File: config.mk
export PLATFORM = sky130hd
export DESIGN_NAME = spi_mem_bridge
export DESIGN_NICKNAME = d
export VERILOG_FILES = /design/src/rtl/spi_mem_pkg.sv /design/src/rtl/spi_edge_sync.sv /design/src/rtl/spi_mem_bridge.sv
export SDC_FILE = /design/constraint.sdc
export NUM_CORES = 1
export LEC_CHECK = 0
export BUFFER_PORTS_ARGS = -buffer_cell sky130_fd_sc_hd__buf_2
export CAP_MARGIN = 0
export CORE_UTILIZATION = 25
export CTS_CLUSTER_SIZE = 24
export DETAILED_ROUTE_END_ITERATION = 12
export PLACE_DENSITY = 0.52
export SLEW_MARGIN = 20
export SYNTH_ARGS = -nofsm -noshare
export SYNTH_HDL_FRONTEND = slang
export SYNTH_SLANG_ARGS = --single-unit
File: constraint.sdc
create_clock -name clk -period 2.3 [get_ports clk]
set_clock_uncertainty 0.2 [all_clocks]
set_input_delay 0.115 -clock clk [delete_from_list [all_inputs] [get_ports clk]]
set_output_delay 0.115 -clock clk [all_outputs]
set_load 0.02 [all_outputs]
File: src/rtl/spi_mem_pkg.sv
// Shared constants for the SPI-to-RAM bridge: frame layout, byte width and FSM encodings.
package spi_mem_pkg;
  localparam int BYTE_W       = 8;
  localparam int CMD_WR_BIT   = 7;
  localparam int CMD_ADDR_LSB = 0;

  typedef logic [1:0] state_t;
  localparam state_t ST_IDLE  = 2'd0;
  localparam state_t ST_CMD   = 2'd1;
  localparam state_t ST_WDATA = 2'd2;
  localparam state_t ST_RDATA = 2'd3;
endpackage

File: src/rtl/spi_edge_sync.sv
// Multi-stage synchronizer for an asynchronous pin with registered rise/fall pulses.
module spi_edge_sync #(
  parameter int   SYNC_STAGES = 2,
  parameter logic RST_VAL     = 1'b0
) (
  input  logic clk,
  input  logic rst_n,
  input  logic din,
  output logic rise,
  output logic fall
);
  logic [SYNC_STAGES-1:0] sync_q;
  logic                   prev;

  always_ff @(posedge clk) begin
    if (!rst_n) begin
      sync_q <= {SYNC_STAGES{RST_VAL}};
      prev   <= RST_VAL;
      rise   <= 1'b0;
      fall   <= 1'b0;
    end else begin
      sync_q <= (sync_q << 1) | SYNC_STAGES'(din);
      prev   <= sync_q[SYNC_STAGES-1];
      rise   <= sync_q[SYNC_STAGES-1] & ~prev;
      fall   <= ~sync_q[SYNC_STAGES-1] & prev;
    end
  end
endmodule

File: src/rtl/spi_mem_bridge.sv
// SPI mode-0 slave that turns command/data frames into single-cycle RAM write/read strobes.
module spi_mem_bridge
  import spi_mem_pkg::*;
#(
  parameter int ADDR_W      = 4,
  parameter int SYNC_STAGES = 2
) (
  input  logic              clk,
  input  logic              rst_n,
  input  logic              ena,
  input  logic              spi_cs_n,
  input  logic              spi_sclk,
  input  logic              spi_mosi,
  output logic              spi_miso,
  output logic              spi_miso_oe,
  output logic [ADDR_W-1:0] mem_addr,
  output logic              mem_ce_n,
  output logic              mem_lr_n,
  output logic [BYTE_W-1:0] mem_wdata,
  input  logic [BYTE_W-1:0] mem_rdata,
  output logic              busy,
  output logic              frame_err
);
  logic cs_rise, cs_fall, sclk_rise, sclk_fall;
  logic [SYNC_STAGES-1:0] mosi_sync;
  logic mosi;

  // CS idles high, so its synchronizer resets high to avoid a phantom fall out of reset
  spi_edge_sync #(.SYNC_STAGES(SYNC_STAGES), .RST_VAL(1'b1)) u_cs_sync (
    .clk(clk), .rst_n(rst_n), .din(spi_cs_n), .rise(cs_rise), .fall(cs_fall)
  );
  spi_edge_sync #(.SYNC_STAGES(SYNC_STAGES), .RST_VAL(1'b0)) u_sclk_sync (
    .clk(clk), .rst_n(rst_n), .din(spi_sclk), .rise(sclk_rise), .fall(sclk_fall)
  );

  always_ff @(posedge clk) begin
    if (!rst_n) mosi_sync <= '0;
    else        mosi_sync <= (mosi_sync << 1) | SYNC_STAGES'(spi_mosi);
  end
  assign mosi = mosi_sync[SYNC_STAGES-1];

  state_t            state;
  logic [2:0]        bit_cnt;
  logic [BYTE_W-2:0] rx;
  logic [BYTE_W-1:0] rx_byte, tx, hold;
  logic              rd_vld;

  assign rx_byte  = {rx, mosi};
  assign spi_miso = tx[BYTE_W-1] & spi_miso_oe;

  always_ff @(posedge clk) begin
    if (!rst_n) begin
      state       <= ST_IDLE;
      bit_cnt     <= '0;
      rx          <= '0;
      tx          <= '0;
      hold        <= '0;
      rd_vld      <= 1'b0;
      spi_miso_oe <= 1'b0;
      mem_addr    <= '0;
      mem_ce_n    <= 1'b1;
      mem_lr_n    <= 1'b1;
      mem_wdata   <= '0;
      busy        <= 1'b0;
      frame_err   <= 1'b0;
    end else begin
      mem_lr_n <= 1'b1;
      mem_ce_n <= 1'b1;
      // RAM output is valid the cycle after the read strobe
      rd_vld   <= ~mem_ce_n;
      if (rd_vld) hold <= mem_rdata;
      if (!mem_lr_n) mem_addr <= mem_addr + ADDR_W'(1);

      if (!ena) begin
        state       <= ST_IDLE;
        bit_cnt     <= '0;
        busy        <= 1'b0;
        spi_miso_oe <= 1'b0;
      end else if (cs_fall) begin
        state       <= ST_CMD;
        bit_cnt     <= '0;
        busy        <= 1'b1;
        frame_err   <= 1'b0;
        tx          <= '0;
        spi_miso_oe <= 1'b0;
      end else if (cs_rise) begin
        if (state != ST_IDLE && bit_cnt != 3'd0) frame_err <= 1'b1;
        state       <= ST_IDLE;
        bit_cnt     <= '0;
        busy        <= 1'b0;
        spi_miso_oe <= 1'b0;
      end else if (state != ST_IDLE) begin
        if (sclk_rise) begin
          rx      <= rx_byte[BYTE_W-2:0];
          bit_cnt <= bit_cnt + 3'd1;
          if (bit_cnt == 3'd7) begin
            case (state)
              ST_CMD: begin
                mem_addr <= rx_byte[CMD_ADDR_LSB +: ADDR_W];
                if (rx_byte[CMD_WR_BIT]) begin
                  state <= ST_WDATA;
                end else begin
                  state    <= ST_RDATA;
                  mem_ce_n <= 1'b0;
                end
              end
              ST_WDATA: begin
                mem_wdata <= rx_byte;
                mem_lr_n  <= 1'b0;
              end
              default: begin
                mem_addr <= mem_addr + ADDR_W'(1);
                mem_ce_n <= 1'b0;
              end
            endcase
          end
        end else if (sclk_fall && state == ST_RDATA) begin
          // First fall of each data byte loads the prefetched byte; the rest shift
          if (bit_cnt == 3'd0) begin
            tx          <= hold;
            spi_miso_oe <= 1'b1;
          end else begin
            tx <= {tx[BYTE_W-2:0], 1'b0};
          end
        end
      end
    end
  end
endmodule

After elaboration in Yosys (flattened, before gate mapping). Cells that the tools add are included.

Register bits after elaboration: 58. Bits in latches: 0. Memory bits (writable): 0. Memory bits (read-only): 0. Bits of input ports: 14. Output and inout port bits: 18. Logic and storage cells: 104. Memories: 0.

Add/sub/neg operators: 2. Multiply operators: 0. Divide/modulo/power cells: 0. $lt $le $gt $ge: 0. Eq/ne operators: 6. Shift operators: 0. Multiplexer cells: 29. Bitwise logic cells: 20. Reductions and logical operators: 24.

Operator list (number): $mux W8 (6); $mux W4 (7); $reduce_bool A3 Y1 (5); $mux W1 (14); $not A1 Y1 (12); $reduce_and A4 Y1 (3); $reduce_and A5 Y1 (2); $reduce_bool A2 Y1 (5); $pmux W4 S2 (1); $reduce_and A7 Y1 (1); $reduce_or A7 Y1 (1); $or A2 B1 Y2 (3); $and A1 B1 Y1 (5); $add A4 B1 Y4 const B (1); $eq A2 B2 Y1 const B (2); $ne A2 B2 Y1 const B (2); $reduce_and A2 Y1 (2); $reduce_or A4 Y1 (1); $add A3 B1 Y3 const B (1); $eq A3 B3 Y1 const B (1); $logic_not A3 Y1 (1); $reduce_and A3 Y1 (1); $eq A2 B1 Y1 const B (1); $logic_and A1 B1 Y1 (2); $pmux W1 S2 (1).

Logic depth before layout (Yosys ltp).
Word-level depth: 9. Gate-level depth with buffers: 8. Depth with buffers taken out: 6.

Cells and area by module. A second synthesis with hierarchy kept.

Cell total of the unflattened synthesis: 237. Area total of the unflattened synthesis: 2389.8 um2.

By module, submodules not included: spi_mem_bridge (times used 1, cells each 217, area each 2113.3 um2, sequential area each 960.9 um2); spi_edge_sync at u_sclk_sync (times used 1, cells each 10, area each 140.1 um2, sequential area each 100.1 um2); spi_edge_sync at u_cs_sync (times used 1, cells each 10, area each 136.4 um2, sequential area each 100.1 um2).

Least setup slack after synthesis. No wires, ideal clock.

Path kind: register to register. Start: register state[0]. End: register mem_addr[3]. Setup time: 0.120 ns. Data arrival time: 1.509 ns. Data required time: 1.980 ns. Setup slack: 0.472 ns. Stages on the path, launching flop included: 7. Buffers on the path: 1. Clock period less this slack: 1.828 ns. Path through: dfxtp_1 -> inv_1 -> ha_1 -> clkbuf_1 -> a32o_1 -> and3_1 -> a211o_1.

Cells in the longest elaborated chain, start to end: 8. Elaborated cells between the ends (all ways): 10. Classes of those cells: eq/ne (2); mux (7); reduce/logical (1).

RTL lines: start, declared (line spi_mem_bridge.sv:42) `state_t state;`; start signal, assigned (line spi_mem_bridge.sv:53) `state <= ST_IDLE;`; start signal, assigned (line spi_mem_bridge.sv:75) `state <= ST_IDLE;`; start signal, assigned (line spi_mem_bridge.sv:80) `state <= ST_CMD;`; $eq A2 B2 Y1 or $eq A2 B1 Y1 (tied branches) (line spi_mem_bridge.sv:97) `case (state)`; $pmux W4 S2 (line spi_mem_bridge.sv:97); $mux W4 (line spi_mem_bridge.sv:96) `if (bit_cnt == 3'd7) begin`; $mux W4 (line spi_mem_bridge.sv:93) `if (sclk_rise) begin`; $mux W4 * (line spi_mem_bridge.sv:92) `end else if (state != ST_IDLE) begin`; $mux W4 * (line spi_mem_bridge.sv:86) `end else if (cs_rise) begin`; $mux W4 * (line spi_mem_bridge.sv:79) `end else if (cs_fall) begin`; $mux W4 * (line spi_mem_bridge.sv:74) `if (!ena) begin`; end signal, assigned (line spi_mem_bridge.sv:72) `if (!mem_lr_n) mem_addr <= mem_addr + ADDR_W'(1);`; end signal, assigned (line spi_mem_bridge.sv:99) `mem_addr <= rx_byte[CMD_ADDR_LSB +: ADDR_W];`; end signal, assigned (line spi_mem_bridge.sv:112) `mem_addr <= mem_addr + ADDR_W'(1);`; end, declared (line spi_mem_bridge.sv:16) `output logic [ADDR_W-1:0] mem_addr,`.

Every way passes the cells marked *; elsewhere a longest branch is shown, timed or not. A chain may end at the register's enable or synchronous reset.

Worst setup path after layout. Ends and elaborated chain as after synthesis.

==> flow_summary.yaml <==
status:
  status: "finished, final reports clean"
floorplanning:
  coreArea_mm2: 0.00928
  die_h_um: 99.9
  die_x_um: 99.9
  rows: 35
  initial_core_util: 0.258
  num_io_pins: 32
  die_area_mm2: 0.00999
routing:
  vias: 1840
  wl_per_cell_um: 11.4
  wl_um: 4910
  drc: 0
  drt_iter0_drc: 74
  avgViaCountPerCell: 4.27
  final_antenna_net_count: 0
  drtPass1Iterations: 4
clock_tree:
  post_cts_buffers: 0
  numCtsBuffers: 9
  tritoncts: "done"
  clk_pin_slew_worst_paths_ns: 0.06
  clock-sinks: 58
  htreeDepth: 3
  cts_root_buf: "clkbuf_8"
  cts_buffer_depth: 2
  clk_latency_ns: 0.34
worst_setup_path:
  cp.arrival_ns: 2.01
  critPathLaunchType: "flop"
  cp.required_ns: 2.32
  crit_type: "flop to flop"
  critPathMaxFanout: 8
  end_kind: "flop"
synth:
  yosysWarnings: 0
  synthCells: 242
  synth_cell_types: 37
  synth_fp_nets: 264
  syn-cell-area_mm2: 0.00240
  synth-seq-area-share: 0.484
  synth_seq_cells: 58
  syn_avg_cell_area_um2: 9.91
pwr:
  peakVddDrop_mv: 0.247
  power_per_cell_area_mw_per_mm2: 682
  leakage_nw: 1.32
worst_hold_path:
  hold_path_class: "flop to flop"
placement:
  place.gp.congestion: 0.738
  portBuffers: 31
  dp_hpwl_um: 3380
  place_ws_ns: 0.154
finish:
  multi_input_area_mm2: 0.00116
  area_growth_pct: 30.3
  fin_nets: 319
  antenna_cells: 0
  n_fill_cell: 966
  ff_latch_area_mm2: 0.00116
  drive_gt1_frac: 0.185
sta:
  timing.final.max_slew_violations: 0
  fin_tns_setup_ns: 0
  worst_slack_ns: 0.306
  setup_viol: 0
  relSlewSlack: 0.568
  final.min_clock_period_ns: 1.99
  rsz0062_at_grt: "false"
  worst_pin_slew_ns: 0.647
  max_freq_mhz: 502
  period_share: 0.867
  finalHoldViolCount: 0
flow_run:
  cap_viol_max_count: 0
global_route:
  grt_max_degree: 19
  grt.overflow.total: 0
  antenna_found_initial: 0
  grt_pass1_vias: 1823
  grt.total_usage: 0.110
  grt_pass1_wl_um: 8490
[cell usage in the layout, fill, tap and decap left out, types with 8 or more instances in the layout]
| master | n |
|---|---|
| buf_2 | 31 |
| dlygate4sd3_1 | 20 |
| a21boi_0 | 11 |
| nor2_1 | 13 |
| a21oi_1 | 11 |
| nor2b_1 | 18 |
| nand3_1 | 16 |
| clkbuf_8 | 10 |
| dfxtp_1 | 58 |
| ha_1 | 8 |
| mux2i_1 | 23 |
| o2bb2ai_1 | 8 |
| nand2_1 | 18 |
[where the power goes]
| group | total, mW | internal (mW) | switching [mW] |
|---|---|---|---|
| logic | 0.0750 | 0.0424 | 0.0326 |
| clock network | 1.04 | 0.636 | 0.402 |
| registers | 1.02 | 1.01 | 0.00408 |
[final timing paths]
| kind | depth (start not counted) | slack [ns] | startpoint | end |
|---|---|---|---|---|
| worst max register to register | 6 | 0.31 | state[0] | mem_addr[3] |
| worst min register to register | 1 | 0.20 | u_sclk_sync.prev | u_sclk_sync.rise |
| worst max-delay path | 6 | 0.31 | state[0] | mem_addr[3] |
| worst min-delay path | 1 | 0.20 | u_sclk_sync.prev | u_sclk_sync.rise |
[what timing repair did]
item,4_1_cts,5_1_grt
resized for setup,0,1
hold buffers,20,0
setup endpoints to repair,0,8
hold endpoints to repair,17,0
[cells in the mapped netlist (all sizes together)]
cell type	number	area share
inv	6	0.0094
nand4	2	0.0078
nand2	18	0.028
xor2	2	0.0073
and2	6	0.016
dfxtp	58	0.48
and4b	1	0.0042
and3	3	0.0078
nand4b	1	0.0037
nor4bb	1	0.0042
o22ai	1	0.0026
and3b	1	0.0037
a211o	1	0.0037
o211ai	1	0.0031
mux2i	23	0.096
ha	8	0.042
o21a	3	0.0094
a32o	1	0.0042
nor2b	19	0.050
o2bb2ai	8	0.029
a21boi	12	0.038
a21o	2	0.0063
nand2b	4	0.010
buf	4	0.012
nor2	13	0.020
nand3	16	0.033
a211oi	1	0.0031
a21oi	11	0.023
a31oi	1	0.0026
nor3b	3	0.014
clkbuf	9	0.014
xnor2	2	0.0073
[state kept, by name (all words and copies together) (netlist names), 2 cells and up]
signal / cells
bit_cnt: 3
mosi_sync: 2
mem_addr: 4
u_cs_sync.sync_q: 2
hold: 8
tx: 8
rx: 7
u_sclk_sync.sync_q: 2
mem_wdata: 8
state: 2
[area by class of cell]
class | instances | area share
Sequential cell | 58 | 0.372
Inverter | 6 | 0.00721
Multi-Input combinational cell | 165 | 0.371
Clock inverter | 5 | 0.0248
Clock buffer | 11 | 0.0453
Tap cell | 129 | 0.0517
Timing Repair Buffer | 57 | 0.128
[stage by stage]
| stage | area [um^2] | power, mW | hold WS, ns | std cells | util |
|---|---|---|---|---|---|
| 2_1_floorplan | 2400 | 1.07 | 0.0165 | 242 | - |
| 3_3_place_gp | 2700 | 1.10 | 0.102 | 395 | 0.290 |
| 3_5_place_dp | 2700 | 1.10 | 0.107 | 395 | 0.290 |
| 4_1_cts | 3120 | 2.16 | 0.205 | 431 | 0.336 |
| 5_1_grt | 3120 | 2.21 | 0.223 | 431 | 0.337 |
| 6_report | 3120 | 2.13 | 0.203 | 431 | 0.337 |
[metal layers]
metal | global-route usage | part of all wire | vias up
li1 | - | - | 946
met4 | 0.0486 | 0.0069 | 0
met2 | 0.175 | 0.45 | 25
met1 | 0.134 | 0.50 | 865
met3 | 0.0390 | 0.044 | 4
met5 | 0 | 0 | -
[cells by family (layout without fill, tap and decap cells)]
kind of cell | after synthesis | count (layout) | synth area share
adder cells (fa/ha/maj) | 8 | 8 | 0.0418
multiplexers | 23 | 23 | 0.0960
AO/OA/AOI/OAI | 42 | 42 | 0.125
XOR/XNOR | 4 | 4 | 0.0146
buffers and inverters | 19 | 79 | 0.0355
AND/OR/NAND/NOR | 88 | 88 | 0.203
flip-flops | 58 | 58 | 0.484
[critical path, stage by stage, from the launching register on]
cell	delay (ns)
dfxtp_1	0.36
inv_1	0.08
ha_1	0.24
nor2b_1	0.22
and3_1	0.40
a21oi_1	0.11
a211o_1	0.27
No activity file was read; power rests on OpenSTA's default activity.
